## src/rtl/snake_pkg.sv

```systemverilog
// Shared types and default constants for the snake game play-state logic.
package snake_pkg;

  typedef enum logic [2:0] {
    IDLE      = 3'd0,
    RUN       = 3'd1,
    PAUSE     = 3'd2,
    GAME_OVER = 3'd3,
    WIN       = 3'd4
  } game_state_t;

  localparam int unsigned DEF_TICK_DIV_INIT = 50;
  localparam int unsigned DEF_MAX_SCORE     = 50;

endpackage

```

## src/rtl/move_tick_gen.sv

```systemverilog
// Move tick generator: emits a registered one-cycle tick every `period` enabled cycles.
module move_tick_gen
  import snake_pkg::*;
#(
  parameter int unsigned DW       = 6,
  parameter int unsigned DIV_INIT = DEF_TICK_DIV_INIT
) (
  input  logic          clk,
  input  logic          rst,
  input  logic          en,
  input  logic          clr,
  input  logic [DW-1:0] div,
  output logic          tick
);

  localparam logic [DW-1:0] ONE = DW'(1);

  logic [DW-1:0] tick_cnt;
  logic [DW-1:0] period;

  // The period is latched only at a wrap (or clear), so a new divider takes
  // effect from the next tick period without disturbing the running count.
  always_ff @(posedge clk) begin
    if (rst) begin
      tick_cnt <= '0;
      period   <= DW'(DIV_INIT);
      tick     <= 1'b0;
    end else if (clr) begin
      tick_cnt <= '0;
      period   <= div;
      tick     <= 1'b0;
    end else if (en) begin
      if (tick_cnt == period - ONE) begin
        tick_cnt <= '0;
        period   <= div;
        tick     <= 1'b1;
      end else begin
        tick_cnt <= tick_cnt + ONE;
        tick     <= 1'b0;
      end
    end else begin
      tick <= 1'b0;
    end
  end

endmodule

```

## src/rtl/game_sequencer.sv

```systemverilog
// Play-state controller for the snake game: move tick pacing, score pulses,
// speed-up on score, and display/blink selection for the end-of-game hold.
module game_sequencer
  import snake_pkg::*;
#(
  parameter int unsigned TICK_DIV_INIT = DEF_TICK_DIV_INIT,
  parameter int unsigned TICK_DIV_MIN  = 10,
  parameter int unsigned DIV_DEC       = 5,
  parameter int unsigned SPEEDUP_STEP  = 5,
  parameter int unsigned MAX_SCORE     = DEF_MAX_SCORE,
  parameter int unsigned OVER_HOLD     = 300
) (
  input  logic       clk,
  input  logic       rst,
  input  logic       start_btn,
  input  logic       pause_btn,
  input  logic       good_coll,
  input  logic       bad_coll,
  input  logic [6:0] cur_score,
  output logic       move_tick,
  output logic       score_inc,
  output logic       score_fail,
  output logic       game_clr,
  output logic       disp_high,
  output logic       blink_en,
  output logic [2:0] state
);

  localparam int unsigned DW = $clog2(TICK_DIV_INIT + 1);
  localparam int unsigned SW = $clog2(SPEEDUP_STEP + 1);
  localparam int unsigned HW = $clog2(OVER_HOLD + 1);

  localparam logic [DW-1:0] DIV_FLOOR = DW'(TICK_DIV_MIN + DIV_DEC);

  game_state_t   st_q, st_d;
  logic [DW-1:0] div_q, div_d;
  logic [SW-1:0] step_q, step_d;
  logic [HW-1:0] hold_q, hold_d;
  logic          inc_d, fail_d, clr_d, tick_en;

  always_comb begin
    st_d   = st_q;
    div_d  = div_q;
    step_d = step_q;
    hold_d = '0;
    inc_d  = 1'b0;
    fail_d = 1'b0;
    clr_d  = 1'b0;
    case (st_q)
      IDLE: begin
        if (start_btn) begin
          st_d   = RUN;
          clr_d  = 1'b1;
          div_d  = DW'(TICK_DIV_INIT);
          step_d = '0;
        end
      end
      RUN: begin
        if (bad_coll) begin
          fail_d = 1'b1;
          st_d   = GAME_OVER;
        end else begin
          if (good_coll) begin
            inc_d = 1'b1;
            if (step_q == SW'(SPEEDUP_STEP - 1)) begin
              step_d = '0;
              div_d  = (div_q >= DIV_FLOOR) ? div_q - DW'(DIV_DEC) : DW'(TICK_DIV_MIN);
            end else begin
              step_d = step_q + SW'(1);
            end
            if (cur_score == 7'(MAX_SCORE - 1)) st_d = WIN;
          end
          if (pause_btn && st_d == RUN) st_d = PAUSE;
        end
      end
      PAUSE: begin
        if (pause_btn) st_d = RUN;
      end
      GAME_OVER, WIN: begin
        if (hold_q == HW'(OVER_HOLD - 1)) st_d = IDLE;
        else                              hold_d = hold_q + HW'(1);
      end
      default: st_d = IDLE;
    endcase
    // Count only on cycles that both start and stay in RUN, so ticks never
    // coincide with leaving RUN and a pause freezes the count it was given.
    tick_en = (st_q == RUN) && (st_d == RUN);
  end

  always_ff @(posedge clk) begin
    if (rst) begin
      st_q       <= IDLE;
      div_q      <= DW'(TICK_DIV_INIT);
      step_q     <= '0;
      hold_q     <= '0;
      score_inc  <= 1'b0;
      score_fail <= 1'b0;
      game_clr   <= 1'b0;
      disp_high  <= 1'b1;
      blink_en   <= 1'b0;
    end else begin
      st_q       <= st_d;
      div_q      <= div_d;
      step_q     <= step_d;
      hold_q     <= hold_d;
      score_inc  <= inc_d;
      score_fail <= fail_d;
      game_clr   <= clr_d;
      disp_high  <= (st_d == IDLE) || (st_d == GAME_OVER) || (st_d == WIN);
      blink_en   <= (st_d == GAME_OVER) || (st_d == WIN);
    end
  end

  assign state = st_q;

  move_tick_gen #(
    .DW       (DW),
    .DIV_INIT (TICK_DIV_INIT)
  ) u_move_tick_gen (
    .clk  (clk),
    .rst  (rst),
    .en   (tick_en),
    .clr  (clr_d),
    .div  (div_d),
    .tick (move_tick)
  );

endmodule

```

## config.mk

```make
export PLATFORM = sky130hd
export DESIGN_NAME = game_sequencer
export DESIGN_NICKNAME = d
export VERILOG_FILES = /design/src/rtl/snake_pkg.sv /design/src/rtl/move_tick_gen.sv /design/src/rtl/game_sequencer.sv
export SDC_FILE = /design/constraint.sdc
export NUM_CORES = 1
export LEC_CHECK = 0
export CAP_MARGIN = 40
export CELL_PAD_IN_SITES_DETAIL_PLACEMENT = 0
export CELL_PAD_IN_SITES_GLOBAL_PLACEMENT = 1
export CORE_ASPECT_RATIO = 1.75
export CORE_MARGIN = 3
export CORE_UTILIZATION = 46
export CTS_CLUSTER_DIAMETER = 120
export DETAILED_ROUTE_END_ITERATION = 10
export GPL_TIMING_DRIVEN = 0
export PLACE_DENSITY_LB_ADDON = 0.1
export SKIP_CTS_REPAIR_TIMING = 1
export SYNTH_ARGS = -nofsm -noshare
export SYNTH_HDL_FRONTEND = slang
export SYNTH_SLANG_ARGS = --single-unit
```

## constraint.sdc

```tcl
create_clock -name clk -period 3.4 [get_ports clk]
set_clock_uncertainty 0.15 [all_clocks]
set_input_delay 0.51 -clock clk [delete_from_list [all_inputs] [get_ports clk]]
set_output_delay 0.51 -clock clk [all_outputs]
set_load 0.03 [all_outputs]
```

==> impl_results.md, run 1 <==
- Global-route wire length before repair: 7010 um
- Vias per inst: 5.35
- Cell Pwr Density: 498 nW/um^2
- Synth top cells by count: 39 x dfxtp_1, 28 x nor2_1, 14 x inv_1
- Crit path max-delay family: compound AO/OA/AOI/OAI gates
- Min-Delay Path Class: flip-flop to flip-flop
- Final std cells w/o fill: 297
- Yosys warnings: 0
- Hpwl dp: 3110 um
- Syn Inst Count: 219
- Crit start category: input pin
- CP Capture Type: flip-flop
- Reg-to-Reg Start: state[0]
- Post-synth cell types: 50
- Peak VDD IR: 0.380 mV
- Max Root-Sink Buffers: 2
- Layout cells sized above 1: 7.26%
- Net Sw Frac: 30.8%
- Worst R2R End: u_move_tick_gen.period[2]
- Clock Pin Slew Worst Setup and Hold Paths: 0.07 ns
- GRT overflow: 0
- Worst Path Max Fanout: 7
- DIE WIDTH: 55.7 um
- Synthesized area per cell: 9.08 um^2
- Cell depth of the worst flop-to-flop path: 6
- Die footprint: 5180 um^2
- Internal power: 814 uW
- DIE HEIGHT: 93.0 um
- Gr usage total: 17.0%
- Cell Rows: 31
- H-tree Lvls: 2
- Synth Cell Area: 1990 um^2
- RSZ-0062 raised after global routing: false
- DR pass1 iterations: 4
- Seq pwr share: 43.2%
- Status: complete, no violations
- Most numerous cell in the Yosys netlist: dfxtp_1
- Pins Over Slew Limit: 0
- Max transition margin: 55.9%
- Post-Route WL: 4020 um
- Clock Latency Late Sink: 0.29 ns
- #FFs+latches synth: 39
- Area delta synth->final: 18.7%
- Delay of the slowest critical-path stage: 0.65 ns
- Clock share of power: 29.0%
- Nets: 267
- Yosys top cell by area: dfxtp_1
- Number of global-route vias before repair: 1587
- Final RePlAce weighted congestion: 0.797
- Clock sinks: 39
- Crit path time final: 2.77 ns
- Via count: 1590
- Combinational Power Share: 27.8%
- Routed WL per cell: 13.5 um
- Core Area: 4150 um^2
- Inserted Diodes: 0
- Syn nets: 239
- Final period util: 81.3%
- Crit-path slowest cell: a2111oi_4
- Placed cell count: 289
- Antenna-violating nets left: 0
- Crit path kind: input pin to flip-flop
- Crit. Startpoint: good_coll
- Post-synthesis async set-or-reset flop share: 0%
- Maxcap violations: 0
- Initial antenna violation count: 0
- Max frequency: 362 MHz
- Setup violators final: 0
- Post-synth EDFFs: 0
- Worst-Margin Slew: 0.652 ns
- Crit-path cells: clkdlybuf4s50_1 > and4bb_2 > a2111oi_4 > nand2_4 > o31ai_4 > mux2_2
- CTS root buffer: clkbuf_8
- Final hold violation count: 0
- Crit. path cell count: 6
- Starting DRC count in detailed routing: 37
- Synth top area share: 39.2%
- Port Buffers: 21
- Num CTS Buffers: 5
- TNS Setup: 0 ns
- Seq/Total Area, Yosys: 39.2%
- R2r setup slk: 0.93 ns
- Main synth FF type: dfxtp_1
- Sw power: 362 uW
- CTS tree: yes
- Worst setup slack after layout: 0.634 ns
- WP buf/inv: 1
- Main area contributors after synthesis: dfxtp_1 39%, nor2_1 5.3%, ha_1 4.4%, xnor2_1 4.4%, xor2_1 4.4%
- CP Data Required Time: 3.43 ns
- I/O Pins: 22
- End of the critical path: u_move_tick_gen.period[2]
- Starting Density: 47.9%
- Largest net degree at the start of global routing: 12
- Arrival time at the worst endpoint: 2.80 ns
- Post-route DRC: 0
- DP Worst Slack: 0.301 ns
- LEAKAGE: 0.903 nW
-- final cells by class --
class                   instances  area (um^2)
clock buffers                   8          100
multi-input cells             161         1130
flip-flops and latches         39          781
well taps                      49         61.3
inverters                      14         52.6
fillers                       406         1790
plain buffers                   5         27.5
repair buffers                 21          210
-- layout by cell type (no fill, tap or decap), types with 3 or more instances in the layout --
master           instances
clkbuf_8                 7
dfxtp_1                 39
a211o_1                  4
or3_1                    3
nor3_1                   4
a21oi_1                 11
nand4b_1                 4
o21ai_0                 10
clkbuf_1                 4
xnor2_1                 10
nand2_1                 11
and3_1                   6
nor3b_1                  4
nor2_1                  28
ha_1                     7
inv_1                   14
nand3_1                  6
clkdlybuf4s50_1         21
xor2_1                  10
-- kinds of logic (layout without fill, tap and decap cells) --
group	after synthesis	after routing	synth area share, %
AND/OR/NAND/NOR	85	85	23.6
AO/OA/AOI/OAI	46	46	18.2
flip-flops	39	39	39.2
XOR/XNOR	20	20	8.80
buffers and inverters	19	48	4.02
adder cells (fa/ha/maj)	7	7	4.40
multiplexers	3	3	1.64
-- sequential cells by signal (all words and copies together) (netlist names) --
| signal | cells |
|---|---|
| score_inc | 1 |
| div_q | 6 |
| hold_q | 9 |
| step_q | 3 |
| state | 3 |
| blink_en | 1 |
| u_move_tick_gen.period | 6 |
| game_clr | 1 |
| u_move_tick_gen.tick_cnt | 6 |
| u_move_tick_gen.tick | 1 |
| score_fail | 1 |
| disp_high | 1 |
-- worst register-to-register path: stages, from the launching register on --
cell	delay, ns
dfxtp_1	0.36
or3b_1	0.37
buf_6	0.15
a2111oi_4	0.49
nand2_4	0.13
o31ai_4	0.34
mux2_2	0.38
-- metal layers --
metal / up-vias / wire (um) / GRT usage, %
met1: 726 / 1670 / 18.8
met5: - / 0 / 0
met2: 24 / 2110 / 30.6
met3: 10 / 120 / 3.18
li1: 830 / - / -
met4: 0 / 119 / 8.52
-- power by group through the flow --
stage	Sequential, mW	Clock (mW)	Combinational (mW)
final	0.508	0.341	0.327
after global routing	0.512	0.374	0.361
after CTS	0.508	0.357	0.331
after detailed placement	0.519	0	0.330
after global placement	0.519	0	0.327
after floorplan	0.549	0	0.203
-- through the flow --
step	hold WS, ns	power [mW]	utilization, %	area, um^2
after global placement	0.285	0.846	54.5	2260
after floorplan	0.268	0.753	-	1990
after detailed placement	0.292	0.848	54.5	2260
after CTS	0.310	1.20	56.9	2360
final	0.306	1.18	56.9	2360
after global routing	0.336	1.25	56.9	2360
-- how the worst min path moves through the flow --
stage / startpoint / to / slack [ns] / cells past startpoint
floorplan: hold_q[0] / hold_q[0] / 0.27 / 1
global placement: hold_q[0] / hold_q[0] / 0.28 / 1
detailed placement: hold_q[0] / hold_q[0] / 0.29 / 1
CTS: hold_q[0] / hold_q[0] / 0.31 / 1
global route: hold_q[0] / hold_q[0] / 0.34 / 1
finish: hold_q[0] / hold_q[0] / 0.31 / 1
Note: power is estimated with default switching activity, not from simulation.
==> run 2, diff against run 1 <==
--- a/config.mk
+++ b/config.mk
@@ -10,7 +10,7 @@
 export CELL_PAD_IN_SITES_GLOBAL_PLACEMENT = 1
 export CORE_ASPECT_RATIO = 1.75
 export CORE_MARGIN = 3
-export CORE_UTILIZATION = 46
+export CORE_UTILIZATION = 38
 export CTS_CLUSTER_DIAMETER = 120
 export DETAILED_ROUTE_END_ITERATION = 10
 export GPL_TIMING_DRIVEN = 0
==> constraint.sdc (replaced) <==
create_clock -name clk -period 2.5 [get_ports clk]
set_clock_uncertainty 0.15 [all_clocks]
set_input_delay 0.375 -clock clk [delete_from_list [all_inputs] [get_ports clk]]
set_output_delay 0.375 -clock clk [all_outputs]
set_load 0.03 [all_outputs]
==> run 2 against run 1 <==
Via count increased by 1.8%; flip-flop and latch count is the same; hold slack better by 0.0066 ns; critical path depth stayed put; clock power grew 17%; final area fell by 0.58%; setup slack worse by 0.47 ns; register-to-register slack got worse by 0.70 ns; largest cell class unchanged.
==> impl_results.md, run 2 (synthesis results as in run 1) <==
- Vias per inst: 5.38 (was 5.35)
- Clock sinks: 39 (unchanged)
- Max Root-Sink Buffers: 2 (unchanged)
- Final hold violation count: 0 (unchanged)
- DIE HEIGHT: 102 um (was 93.0 um)
- Routed WL per cell: 13.9 um (was 13.5 um)
- RSZ-0062 raised after global routing: false (unchanged)
- Layout fillers: 512 (was 406)
- Hpwl dp: 3230 um (was 3110 um)
- Starting Density: 39.6% (was 47.9%)
- Clock Latency Late Sink: 0.29 ns (about the same)
- Nets: 268 (was 267)
- Register area: 781 um^2 (unchanged)
- CTS tree: yes (unchanged)
- Core Area: 5020 um^2 (was 4150 um^2)
- Gr usage total: 14.8% (was 17.0%)
- Max transition margin: 65.5% (was 55.9%)
- Post-Route WL: 4180 um (was 4020 um)
- Worst-Margin Slew: 0.511 ns (was 0.652 ns)
- Largest net degree at the start of global routing: 11 (was 12)
- Final RePlAce weighted congestion: 0.729 (was 0.797)
- Area occupied by multi-input gates: 1130 um^2 (unchanged)
- Final period util: 93.5%
- Inserted Diodes: 0 (unchanged)
- Most common cell after layout, fill and taps aside: dfxtp_1 (unchanged)
- Setup violators final: 0 (unchanged)
- Total chip power: 1.54 mW (was 1.18 mW)
- LEAKAGE: 0.894 nW (was 0.903 nW)
- Max reg flops: 9 (unchanged)
- Cell Rows: 34 (was 31)
- CTS root buffer: clkbuf_8 (unchanged)
- Arrival time at the worst endpoint: 2.36 ns (was 2.80 ns)
- GRT overflow: 0 (unchanged)
- Post-route DRC: 0 (unchanged)
- DR pass1 iterations: 4 (unchanged)
- Port Buffers: 21 (unchanged)
- Largest reg by FF count: hold_q (unchanged)
- Die footprint: 6170 um^2 (was 5180 um^2)
- Pins Over Slew Limit: 0 (unchanged)
- Via count: 1619 (was 1590)
- TNS Setup: 0 ns (unchanged)
- Peak VDD IR: 0.290 mV (was 0.380 mV)
- I/O Pins: 22 (unchanged)
- Maxcap violations: 0 (unchanged)
- Antenna-violating nets left: 0 (unchanged)
- Final std cells w/o fill: 301 (was 297)
- Max frequency: 428 MHz
- Number of global-route vias before repair: 1536 (was 1587)
- Crit path time final: 2.34 ns
- Cell Pwr Density: 656 nW/um^2 (was 498 nW/um^2)
- Commonest cells after routing, fill and taps aside: 39 x dfxtp_1, 28 x nor2_1, 21 x clkdlybuf4s50_1 (unchanged)
- Crit path kind: input pin to flip-flop (unchanged)
- Layout cells sized above 1: 6.88% (was 7.26%)
- Reg-to-Reg Start: u_move_tick_gen.period[0] (was state[0])
- Initial antenna violation count: 0 (unchanged)
- Hold Crit Start: hold_q[0] (unchanged)
- Worst hold slack: 0.313 ns (was 0.306 ns)
- Crit. Startpoint: cur_score[6] (was good_coll)
- DIE WIDTH: 60.7 um (was 55.7 um)
- CP Data Required Time: 2.53 ns (was 3.43 ns)
- Num CTS Buffers: 5 (unchanged)
- Global-route wire length before repair: 6860 um (was 7010 um)
- Clock Pin Slew Worst Setup and Hold Paths: 0.07 ns (about the same)
- Status: complete, no violations (unchanged)
- Crit start category: input pin (unchanged)
- Placed cell count: 294 (was 289)
- Worst Path Max Fanout: 5 (was 7)
- Starting DRC count in detailed routing: 22 (was 37)
- CP Capture Type: flip-flop (unchanged)
- Min-Delay Path Class: flip-flop to flip-flop (unchanged)
- H-tree Lvls: 2 (unchanged)
- Area delta synth->final: 18.0% (was 18.7%)
==> run 2: changes by cell type in the layout (fill, tap and decap cells not counted), sizes merged <==
cell / before / now
clkbuf: 11 / 9
buf: 2 / 3
==> run 2: per-layer routing <==
metal | global-route usage [%] | wire length [um] | vias to the layer above
met4 | 6.18 | 64 | 0
li1 | - | - | 834
met3 | 2.68 | 148 | 5
met5 | 0 | 0 | -
met1 | 16.5 | 1770 | 751
met2 | 26.3 | 2200 | 29
==> run 2: critical path, cell delays in order <==
cell and delay (ns):
clkdlybuf4s50_1 0.44, and4bb_2 0.28, a2111oi_4 0.46, nand2_4 0.11, o31ai_4 0.32, mux2_2 0.37
==> run 2: final timing paths <==
path	end	slack, ns	cells past startpoint
max	u_move_tick_gen.period[2]	0.16	6
min	hold_q[0]	0.31	1
max reg2reg	u_move_tick_gen.period[2]	0.23	5
min reg2reg	hold_q[0]	0.31	1
==> run 2: metrics by stage <==
| stage | setup slack (ns) | utilization [%] | cell area [um^2] |
|---|---|---|---|
| floorplan | 0.0563 | - | 1990 |
| global placement | -0.442 | 45.2 | 2270 |
| detailed placement | -0.453 | 45.2 | 2270 |
| CTS | -0.154 | 46.6 | 2340 |
| global route | 0.0327 | 46.8 | 2350 |
| finish | 0.162 | 46.8 | 2350 |
==> run 2: final cells by class <==
class	count	area share, %
multi-input combinational	161	48.1
clock buffer	6	3.09
timing repair buffer	22	9.28
buffer	5	1.17
tap	54	2.88
inverter	14	2.24
sequential	39	33.3
==> run 2: power by group <==
part / switching, mW / internal (mW) / leakage (nW)
logic: 0.257 / 0.194 / 0.540
clock network: 0.211 / 0.186 / 0.0371
registers: 0.0277 / 0.663 / 0.317
total: 0.496 / 1.04 / 0.894
